[src/rtl/uart_tx_arbiter_pkg.sv]
// uart_tx_arbiter_pkg: shared types and the round-robin search helper for the UART TX arbiter.
package uart_tx_arbiter_pkg;
  typedef enum logic {ARB_IDLE, ARB_GRANT} arb_state_t;
  localparam int MAX_REQ = 32;
  localparam int MAX_REQ_W = $clog2(MAX_REQ);
  // Index of the first set bit of valid[n-1:0] searching from ptr+1 modulo n, or -1 if none.
  function automatic int rr_pick(input logic [MAX_REQ-1:0] valid, input int ptr, input int n);
    int j;
    rr_pick = -1;
    for (int k = MAX_REQ; k >= 1; k--) begin
      if (k <= n) begin
        j = ptr + k;
        if (j >= n) j = j - n;
        if (valid[j[MAX_REQ_W-1:0]]) rr_pick = j;
      end
    end
  endfunction
endpackage

[src/rtl/uart_tx_arbiter_rr_arbiter.sv]
// rr_arbiter: combinational round-robin picker, winner is the first request after ptr.
module rr_arbiter
  import uart_tx_arbiter_pkg::*;
#(
  parameter int N = 2,
  parameter int IW = $clog2(N)
) (
  input  logic [N-1:0]  i_req,
  input  logic [IW-1:0] i_ptr,
  output logic [N-1:0]  o_gnt_onehot,
  output logic [IW-1:0] o_gnt_id,
  output logic          o_any
);
  int w_pick;
  always_comb begin
    w_pick = rr_pick(MAX_REQ'(i_req), int'(i_ptr), N);
    o_any = w_pick >= 0;
    o_gnt_id = o_any ? IW'(w_pick) : '0;
    o_gnt_onehot = o_any ? N'(1) << o_gnt_id : '0;
  end
endmodule

[src/rtl/uart_tx_arbiter.sv]
// uart_tx_arbiter: message-granular round-robin sharing of the UART TX FIFO write port.
module uart_tx_arbiter
  import uart_tx_arbiter_pkg::*;
#(
  parameter int N_REQ = 2,
  parameter int DATA_W = 8,
  parameter int MAX_BURST = 16,
  parameter int IDLE_TO = 255,
  localparam int IW = $clog2(N_REQ)
) (
  input  logic                      clk,
  input  logic                      rst,
  input  logic [N_REQ-1:0]          i_req_valid,
  input  logic [N_REQ*DATA_W-1:0]   i_req_data,
  input  logic [N_REQ-1:0]          i_req_last,
  output logic [N_REQ-1:0]          o_req_ready,
  input  logic                      i_fifo_full,
  output logic                      o_fifo_wrreq,
  output logic [DATA_W-1:0]         o_fifo_data,
  output logic [IW-1:0]             o_grant_id,
  output logic                      o_busy,
  output logic [7:0]                o_force_cnt
);
  localparam int BW = $clog2(MAX_BURST + 1);
  localparam int TW = $clog2(IDLE_TO + 1);
  arb_state_t r_state, w_next;
  logic [IW-1:0] r_grant, r_ptr, w_pick_id;
  logic [N_REQ-1:0] r_grant_oh, w_pick_oh;
  logic [BW-1:0] r_burst;
  logic [TW-1:0] r_idle;
  logic [7:0] r_force;
  logic w_any, w_busy, w_g_valid, w_g_last, w_xfer, w_rel_norm, w_rel_force;
  logic [DATA_W-1:0] w_g_data;
  rr_arbiter #(.N(N_REQ), .IW(IW)) u_rr (
    .i_req(i_req_valid),
    .i_ptr(r_ptr),
    .o_gnt_onehot(w_pick_oh),
    .o_gnt_id(w_pick_id),
    .o_any(w_any)
  );
  always_ff @(posedge clk or posedge rst) begin
    if (rst) r_state <= ARB_IDLE;
    else r_state <= w_next;
  end
  // A burst-limit hit on a last byte is a normal release, so the force path excludes last.
  always_comb begin
    w_busy = r_state == ARB_GRANT;
    w_g_valid = |(i_req_valid & r_grant_oh);
    w_g_last = |(i_req_last & r_grant_oh);
    w_g_data = i_req_data[r_grant*DATA_W +: DATA_W];
    w_xfer = w_busy & w_g_valid & ~i_fifo_full;
    w_rel_norm = w_xfer & w_g_last;
    w_rel_force = (w_xfer & ~w_g_last & (r_burst == BW'(MAX_BURST - 1)))
                | (w_busy & ~w_g_valid & (r_idle == TW'(IDLE_TO - 1)));
    w_next = w_busy ? ((w_rel_norm | w_rel_force) ? ARB_IDLE : ARB_GRANT)
                    : (w_any ? ARB_GRANT : ARB_IDLE);
    o_req_ready = (w_busy & ~i_fifo_full) ? r_grant_oh : '0;
    o_fifo_wrreq = w_xfer;
    o_fifo_data = w_xfer ? w_g_data : '0;
    o_grant_id = r_grant;
    o_busy = w_busy;
    o_force_cnt = r_force;
  end
  // Idle counter only advances while the owner has nothing to offer; a full-FIFO stall keeps it at zero.
  always_ff @(posedge clk or posedge rst) begin
    if (rst) begin
      r_grant <= '0;
      r_grant_oh <= '0;
      r_ptr <= IW'(N_REQ - 1);
      r_burst <= '0;
      r_idle <= '0;
      r_force <= '0;
    end else begin
      if (!w_busy && w_any) begin
        r_grant <= w_pick_id;
        r_grant_oh <= w_pick_oh;
        r_ptr <= w_pick_id;
        r_burst <= '0;
        r_idle <= '0;
      end
      if (w_xfer) r_burst <= r_burst + 1'b1;
      if (w_busy) r_idle <= w_g_valid ? '0 : r_idle + 1'b1;
      if (w_rel_force && r_force != 8'hFF) r_force <= r_force + 1'b1;
    end
  end
endmodule

[config.mk]
export PLATFORM = sky130hd
export DESIGN_NAME = uart_tx_arbiter
export DESIGN_NICKNAME = d
export VERILOG_FILES = /design/src/rtl/uart_tx_arbiter_pkg.sv /design/src/rtl/uart_tx_arbiter_rr_arbiter.sv /design/src/rtl/uart_tx_arbiter.sv
export SDC_FILE = /design/constraint.sdc
export NUM_CORES = 1
export LEC_CHECK = 0
export CORE_ASPECT_RATIO = 1.5
export CORE_MARGIN = 5
export CORE_UTILIZATION = 30
export DETAILED_ROUTE_END_ITERATION = 10
export HOLD_SLACK_MARGIN = 0.12
export PLACE_DENSITY_LB_ADDON = 0.2
export SYNTH_ARGS = -nofsm -noshare
export SYNTH_HDL_FRONTEND = slang
export SYNTH_SLANG_ARGS = --single-unit
export TNS_END_PERCENT = 10
[constraint.sdc]
create_clock -name clk -period 2.4 [get_ports clk]
set_clock_uncertainty 0.15 [all_clocks]
set_input_delay 0.24 -clock clk [delete_from_list [all_inputs] [get_ports clk]]
set_output_delay 0.24 -clock clk [all_outputs]
set_load 0.03 [all_outputs]
==> results.cfg <==
[run_status]
run_status = complete, no violations

[die]
die_area_um2 = 6270
start_util_pct = 31.2
io_pins = 44
core_um2 = 4580
fp.dieW_um = 66.4
die_y_um = 94.5
rows = 30

[grt]
grt_max_degree = 26
track_usage_pct = 11.5
grt_pass1_wl_um = 5640
grt.overflow.total = 0
antenna_found_initial = 0
grt_pass1_vias = 1300

[routing]
post_drt_wl_per_cell_um = 12.9
viasPerCell = 4.90
wirelength_um = 3340
first_iter_violations = 53
vias = 1270
postRouteAntennaNets = 0
drtPass1Iterations = 4
drc = 0

[pwr]
power_mw = 1.48
power_density_nw_per_um2 = 748
ir_drop_uv = 347
leakage_nw = 0.942

[cts]
clk_pin_slew_ns = 0.09
cts_tree = done
numCtsBuffers = 3
cts_resized = 0
clk_root_buffer_cell = clkbuf_8
holdBufCountCts = 0
clock_latency_ns = 0.27
postCtsSetupBuffers = 0
htreeDepth = 1
cts_buffer_depth = 2
cts.sinks = 25

[min_path]
hold_path_class = input pin to asynchronous set/reset pin

[synth]
synth_top_area_cell = dfrtp_1
synth_area_um2 = 1430
syn_nets = 176
ys_seq_elements = 25
syn_inst = 148
ys_types = 34
synth_top_area_share_pct = 42.0
avgSynthCellArea_um2 = 9.65
ys_warn_count = 0
synthTopCellsByArea = dfrtp_1 (42%), o21ai_0 (6.7%), mux2i_1 (5.6%), nand2_1 (4.5%), ha_1 (4.4%)
synth-seq-area-share_pct = 43.9

[timing]
fmax_mhz = 437
period_needed_ns = 2.29
slew_headroom_pct = 71.4
fin_ws_ns = 0.111
fin_setup_tns_ns = 0
rsz0062_at_grt = false
drv_slew = 0
finalHoldViolCount = 0
period_share_pct = 95.4
whs_ns = 0.160
setup_viol = 0
tightestPinTransition_ns = 0.429

[placed_design]
dpl_cell_area_um2 = 1930
gp_congestion = 0.770
place_ws_ns = 0.241
hpwlAfterDp_um = 2720
dp.cells = 255
io_buffers = 43

[finish]
nets = 224
stdcell_area_um2 = 1970
syn2layout_area_growth_pct = 38.2
drive_gt1_share_pct = 12.8
final_util_pct = 43.1
stdcell_count = 259
layout_commonest_cell = clkdlybuf4s50_1
fillCellCount = 484
layout_common_cells = clkdlybuf4s50_1 (34), dfrtp_1 (24), o21ai_0 (19), nand2_1 (17), buf_4 (13)
num_antenna_cells = 0

[setup_path]
endpoint_kind = primary output
cp-start-kind = flop
crit_fanout = 11
crit_required_ns = 2.01
path_class = flop to primary output
arrival_ns = 1.90

[run]
max-cap-violations = 0
==> logic make-up after synthesis <==
logic type               count (synthesis)  synth area share, %
AO/OA/AOI/OAI                           31                 14.9
XOR/XNOR                                 7                 4.29
adder cells (fa/ha/maj)                  5                 4.38
buffers and inverters                    9                 2.63
flip-flops                              25                 43.9
multiplexers                            11                 7.97
AND/OR/NAND/NOR                         60                 22.0
==> synth_stat cells <==
library cell,instances
ha_1,5
inv_1,5
mux2i_1,8
xnor2_1,4
clkbuf_1,1
buf_2,3
nor3_1,1
a22oi_4,1
nor3b_1,1
nand2_1,17
dfstp_2,1
or2b_1,1
mux2_2,2
and4_1,2
and2b_1,1
o21bai_1,1
nand4_1,1
and3_1,7
nor2_1,11
a32oi_4,1
dfrtp_1,24
a21o_1,2
nand3_1,9
a22o_2,1
nand4_2,2
nand2b_1,3
xor2_1,3
o21ai_0,19
a22oi_1,1
and2_1,3
mux2_1,1
a21oi_1,4
or2_0,1
o41ai_1,1
==> worst paths after layout <==
kind	start	endpoint	slack, ns	cells past startpoint
worst max-delay path	o_busy	o_req_ready[1]	0.11	3
worst min-delay path	rst	o_force_cnt[2]	0.16	3
worst max register to register	o_force_cnt[0]	o_force_cnt[1]	0.39	5
worst min register to register	r_idle[7]	r_idle[7]	0.35	1
max in group asynchronous	rst	r_ptr	1.65	3
min in group clk	r_idle[7]	r_idle[7]	0.35	1
==> state kept, by name, indices dropped and copies added (netlist names) <==
name / flops
o_force_cnt: 8
r_idle: 8
r_burst: 5
o_busy: 1
o_grant_id: 1
r_grant_oh: 1
r_ptr: 1
==> layout make-up <==
cell class              count  area [um^2]  share of cell area, %
repair buffers             47          438                   22.2
multi-input cells         114          764                   38.7
well taps                  64         80.1                   4.06
clock inverters             1         5.00                  0.253
flip-flops and latches     25          627                   31.7
clock buffers               3         41.3                   2.09
inverters                   5         18.8                  0.951
==> per-layer routing <==
layer / wire, um / share of wire [%] / vias to the layer above / GRT usage [%]
met4: 50 / 1.5 / 0 / 3.56
met2: 1700 / 51 / 54 / 22.0
li1: - / - / 615 / -
met5: 0 / 0 / - / 0
met1: 1330 / 40 / 596 / 11.8
met3: 257 / 7.7 / 5 / 3.10
==> where the power goes <==
group	switching, mW	internal [mW]	total, mW
sequential	0.0992	0.496	0.595
clock	0.135	0.116	0.251
combinational	0.351	0.280	0.631
==> worst max-delay path, cell delays in order (launching register included) <==
cell and delay, ns:
dfrtp_1 0.54, and2b_1 0.26, and2_1 0.15, clkdlybuf4s50_1 0.68
Note: power is estimated with default switching activity, not from simulation.
